## config.mk

```make
export PLATFORM = sky130hd
export DESIGN_NAME = irq_grant_capture_flat
export DESIGN_NICKNAME = d
export VERILOG_FILES = /design/src/rtl/irq_grant_capture_if.sv /design/src/rtl/irq_grant_capture.sv /design/src/flat_wrapper.sv
export SDC_FILE = /design/constraint.sdc
export NUM_CORES = 1
export LEC_CHECK = 0
export BUFFER_PORTS_ARGS = -buffer_cell sky130_fd_sc_hd__buf_4
export CORE_MARGIN = 5
export CORE_UTILIZATION = 63
export DETAILED_ROUTE_END_ITERATION = 6
export PLACE_DENSITY = 0.84
export SLEW_MARGIN = 20
export SYNTH_ARGS = -nofsm -noshare
export SYNTH_HDL_FRONTEND = slang
export SYNTH_SLANG_ARGS = --single-unit
```

## constraint.sdc

```tcl
create_clock -name clk -period 6.45 [get_ports clk]
set_input_delay 0.9675 -clock clk [delete_from_list [all_inputs] [get_ports clk]]
set_output_delay 0.9675 -clock clk [all_outputs]
set_load 0.01 [all_outputs]
```

## src/rtl/irq_grant_capture_if.sv

```systemverilog
// Consumer-side handshake for irq_grant_capture.
// master: record source (valid/bus/chan out, ready in); slave: dispatcher.
interface irq_grant_capture_if;
    logic       out_valid;
    logic       out_ready;
    logic [1:0] out_bus;
    logic [3:0] out_chan;

    modport master (
        output out_valid,
        output out_bus,
        output out_chan,
        input  out_ready
    );

    modport slave (
        input  out_valid,
        input  out_bus,
        input  out_chan,
        output out_ready
    );
endinterface

```

## src/rtl/irq_grant_capture.sv

```systemverilog
// Debounces interrupt decoder grants and queues each settled {bus, chan}.
// Ports: clk, rst (async high), pa/pb/pc/chan decoder inputs,
//   out (master handshake: out_valid/out_ready/out_bus/out_chan),
//   fifo_count, overflow (sticky drop flag), clr_ovf (sync clear).
module irq_grant_capture #(
    parameter int DEPTH         = 4,
    parameter int STABLE_CYCLES = 2,
    parameter int CNT_W         = 3
) (
    input  logic                 clk,
    input  logic                 rst,
    input  logic                 pa,
    input  logic                 pb,
    input  logic                 pc,
    input  logic [3:0]           chan,
    irq_grant_capture_if.master  out,
    output logic [CNT_W-1:0]     fifo_count,
    output logic                 overflow,
    input  logic                 clr_ovf
);

    localparam int PW = (DEPTH > 1) ? $clog2(DEPTH) : 1;
    localparam int SW = (STABLE_CYCLES > 1) ? $clog2(STABLE_CYCLES) : 1;

    typedef enum logic [1:0] {
        IDLE,
        SETTLE,
        HELD
    } state_t;

    state_t        state;
    logic [2:0]    req_q;
    logic [3:0]    chan_q;
    logic [5:0]    snap;
    logic [SW-1:0] cnt;

    logic          active;
    logic [1:0]    bus;
    logic [5:0]    key;
    logic          match;
    logic          settled;

    logic [5:0]    mem [DEPTH];
    logic [PW-1:0] wr_ptr;
    logic [PW-1:0] rd_ptr;
    logic          full;
    logic          empty;
    logic          pop;
    logic          push;
    logic          drop;

    always_ff @(posedge clk or posedge rst) begin
        if (rst) begin
            req_q  <= 3'd0;
            chan_q <= 4'd0;
        end else begin
            req_q  <= {pa, pb, pc};
            chan_q <= chan;
        end
    end

    assign active = |req_q;

    always_comb begin
        bus = 2'd0;
        if (req_q[2])
            bus = 2'd0;
        else if (req_q[1])
            bus = 2'd1;
        else if (req_q[0])
            bus = 2'd2;
    end

    // Channel is meaningless without a request, so it is masked out.
    assign key     = active ? {bus, chan_q} : 6'd0;
    assign match   = (key == snap);
    assign settled = (state == SETTLE) && active && match &&
                     (cnt == SW'(STABLE_CYCLES - 1));

    always_ff @(posedge clk or posedge rst) begin
        if (rst) begin
            state <= IDLE;
            snap  <= 6'd0;
            cnt   <= '0;
        end else begin
            case (state)
                IDLE: begin
                    if (active) begin
                        state <= SETTLE;
                        snap  <= key;
                        cnt   <= '0;
                    end
                end
                SETTLE: begin
                    if (!active) begin
                        state <= IDLE;
                    end else if (!match) begin
                        snap <= key;
                        cnt  <= '0;
                    end else if (cnt == SW'(STABLE_CYCLES - 1)) begin
                        state <= HELD;
                    end else begin
                        cnt <= cnt + SW'(1);
                    end
                end
                HELD: begin
                    if (!active) begin
                        state <= IDLE;
                    end else if (!match) begin
                        state <= SETTLE;
                        snap  <= key;
                        cnt   <= '0;
                    end
                end
                default: state <= IDLE;
            endcase
        end
    end

    assign full  = (fifo_count == CNT_W'(DEPTH));
    assign empty = (fifo_count == '0);
    assign pop   = !empty && out.out_ready;
    // A pop in the same cycle frees the slot a full FIFO needs.
    assign push  = settled && (!full || pop);
    assign drop  = settled && full && !pop;

    always_ff @(posedge clk) begin
        if (push)
            mem[wr_ptr] <= snap;
    end

    always_ff @(posedge clk or posedge rst) begin
        if (rst) begin
            wr_ptr     <= '0;
            rd_ptr     <= '0;
            fifo_count <= '0;
            overflow   <= 1'b0;
        end else begin
            if (push)
                wr_ptr <= wr_ptr + PW'(1);
            if (pop)
                rd_ptr <= rd_ptr + PW'(1);
            fifo_count <= fifo_count + CNT_W'(push) - CNT_W'(pop);
            if (drop)
                overflow <= 1'b1;
            else if (clr_ovf)
                overflow <= 1'b0;
        end
    end

    assign out.out_valid = !empty;
    assign out.out_bus   = empty ? 2'd0 : mem[rd_ptr][5:4];
    assign out.out_chan  = empty ? 4'd0 : mem[rd_ptr][3:0];

endmodule

```

## src/flat_wrapper.sv

```systemverilog
// flat-port wrapper written by rule: the top's interface ports become plain ports
module irq_grant_capture_flat 
#(
    parameter int DEPTH         = 4,
    parameter int STABLE_CYCLES = 2,
    parameter int CNT_W         = 3
)
  (clk, rst, pa, pb, pc, chan, fifo_count, overflow, clr_ovf, out_out_valid, out_out_bus, out_out_chan, out_out_ready);
  irq_grant_capture_if out_i ();
  input  logic clk;
  input  logic rst;
  input  logic pa;
  input  logic pb;
  input  logic pc;
  input  logic [3:0] chan;
  output logic [CNT_W-1:0] fifo_count;
  output logic overflow;
  input  logic clr_ovf;
  output wire logic [$bits(out_i.out_valid)-1:0] out_out_valid;
  output wire logic [$bits(out_i.out_bus)-1:0] out_out_bus;
  output wire logic [$bits(out_i.out_chan)-1:0] out_out_chan;
  input wire logic [$bits(out_i.out_ready)-1:0] out_out_ready;
  assign out_out_valid = out_i.out_valid;
  assign out_out_bus = out_i.out_bus;
  assign out_out_chan = out_i.out_chan;
  assign out_i.out_ready = out_out_ready;
  irq_grant_capture #(.DEPTH(DEPTH), .STABLE_CYCLES(STABLE_CYCLES), .CNT_W(CNT_W)) u_core (.clk(clk), .rst(rst), .pa(pa), .pb(pb), .pc(pc), .chan(chan), .out(out_i), .fifo_count(fifo_count), .overflow(overflow), .clr_ovf(clr_ovf));
endmodule
```

==> run metrics <==
Async SR Flop Fraction=50.0%; drt first pass iters=4; Area after DPL=2500 sq um; critical path type=register to register; CP dominant cell by count=xnor2_1; RSZ-0062 raised after global routing=false; Die Area=5000 sq um; most area-hungry cell type in the Yosys netlist=edfxtp_1; Starting Density=64.3%; CP cell instances=or3_1 -> o21ai_4 -> nand3_2 -> or4_4 -> nor3_4 -> ha_1 -> inv_1 -> fa_1 -> xnor2_1 -> xnor2_1; class of the tightest hold or removal check=register to register; Via Count=1,315; Die X=70.7 microns; Slowest cell on crit path=or4_4; Worst IR Drop VDD=0.221 mV; Syn Inst Count=167; largest net degree at the start of global routing=25; clk sink count=48; Crit path max-delay family=simple AND/OR/NAND/NOR gates; ys flop type=edfxtp_1; top area cells in the synthesized netlist=edfxtp_1, dfrtp_1, ha_1; residual DRC count=0; number of synthesized flops with an enable pin=24; status=finished clean; final instance area=2620 sq um; synthesized area=2320 sq um; Leak=1.05 nW; Clock Tree Buf Depth=2; fin nets=213; setup repair bufs after CTS=0; Commonest cells post-synth=dfrtp_1, edfxtp_1, inv_1; Yosys cell types=40; WL per Instance=15.4 microns; antenna-violating nets left=0; Fin. Hold Viols=0; Worst Path Required=6670 ps; final setup violation count=0; H-Tree Depth=2; Worst-path clk slew=80 ps; Std-Cell Rows=22; Critical Path Fanout Max=9; total track usage=17.1%; slowest stage delay, CP=580 ps; grt total ovfl=0; worst path bufs/invs=1; CTS Buf Count=5; final setup TNS=0 ps; initial antenna violation count=0; YS warnings=0; Max Cap Viol=0; root buf cell=clkbuf_8; PortBufs=21; Area Overhead vs Synth=12.7%; Avg Vias per Cell=5.50; final worst-path cycle share=48.1%; clock skew=6.59 ps; Pwr Density=381 nW/um^2; CTS tree=done; diode count=0; syn avg cell area=13.9 sq um; crit end category=register; DP Wirelength=2.83 mm; Routability Congestion=0.862; Worst-Skew Late Latency=300 ps; Core ar.=3610 sq um; ratio of cells with drive above 1 in the final layout=30.9%; number of DRC markers in iteration 0=126; f_max=322 MHz; max-slew violations=0; I/O Pins=22; Tightest Pin Transition=893 ps; DIE HEIGHT=70.7 microns; CTS Hold Bufs=0; CTS resizes=0; Routed WL=3.69 mm; Final min period=3100 ps; Synth Net Count=190; first-pass GRT wire length=6.71 mm; sequential share of the synthesized area=57.0%; vias in the first global route=1,434; WP data arrival=3330 ps; Setup crit start kind=register; Filler cells=237; Synth top area share=31.1%; Slew headroom=40.4%; Seq cells post-synth=48
-- where the power goes --
part	leakage [nW]	switching (mW)	internal (mW)
logic	0.486	0.142	0.184
registers	0.511	0.0781	0.383
clock network	0.0541	0.0955	0.115
-- final timing paths --
kind / start / to / slack (ps) / cells after the start
max reg2reg: u_core.req_q[2] / u_core.fifo_count[2] / 3350 / 10
min in group asynchronous: rst / u_core.fifo_count[1] / 850 / 2
max: u_core.req_q[2] / u_core.fifo_count[2] / 3350 / 10
min reg2reg: u_core.chan_q[3] / u_core.snap[3] / 520 / 1
max in group asynchronous: rst / u_core.snap[2] / 5040 / 2
min: u_core.chan_q[3] / u_core.snap[3] / 520 / 1
-- per-stage QoR --
step	std cells	hold slack [ps]	setup WS, ps	utilization, %	power (mW)
floorplan	167	487	3530	-	0.687
global placement	231	490	3480	69.4	0.775
detailed placement	231	511	3350	69.4	0.800
CTS	239	530	3330	72.5	1.01
global route	239	548	3210	72.5	1.07
finish	239	525	3350	72.5	0.997
-- cells by family after synthesis --
group                    Yosys count  synth area share (%)
AO/OA/AOI/OAI                     19                  7.12
XOR/XNOR                           5                  1.89
adder cells (fa/ha/maj)           12                  6.80
buffers and inverters             20                  3.88
flip-flops                        48                  57.0
multiplexers                      14                  9.76
AND/OR/NAND/NOR                   49                  13.6
-- cell usage in the layout (no fill, tap or decap), drive strengths merged, types with 3 or more instances in the layout --
| master | count |
|---|---|
| ha | 11 |
| and2b | 5 |
| or3 | 4 |
| nor2 | 7 |
| edfxtp | 24 |
| clkbuf | 5 |
| and2 | 11 |
| mux4 | 6 |
| a21oi | 3 |
| buf | 21 |
| o21ai | 6 |
| inv | 15 |
| xnor2 | 4 |
| nor2b | 3 |
| nand2 | 8 |
| mux2 | 6 |
| dfrtp | 24 |
| nand3 | 3 |
-- per-layer routing --
metal | routed length (microns) | up-vias | part of all wire, % | global-route usage, %
met5 | 0 | - | 0 | 0
met4 | 37 | 0 | 1.0 | 5.01
met3 | 197 | 4 | 5.3 | 4.69
met2 | 2010 | 28 | 55 | 31.0
met1 | 1440 | 651 | 39 | 19.8
li1 | - | 632 | - | -
-- flip-flops by register name (all words and copies together), names as in the netlist --
register	count
u_core.mem	24
u_core.snap	6
u_core.chan_q	4
u_core.fifo_count	3
u_core.req_q	3
u_core.rd_ptr	2
u_core.state	2
u_core.wr_ptr	2
u_core.cnt	1
u_core.overflow	1
-- layout make-up --
cell class                 count  area [sq um]  area share [%]
tap                           48          60.1            2.30
timing repair buffer          21           158            6.03
multi-input combinational     99           908            34.7
sequential                    48          1320            50.5
clock buffer                   5          68.8            2.63
inverter                      15          56.3            2.15
clock inverter                 3          42.5            1.63
Power figures use the tool's default switching activity.
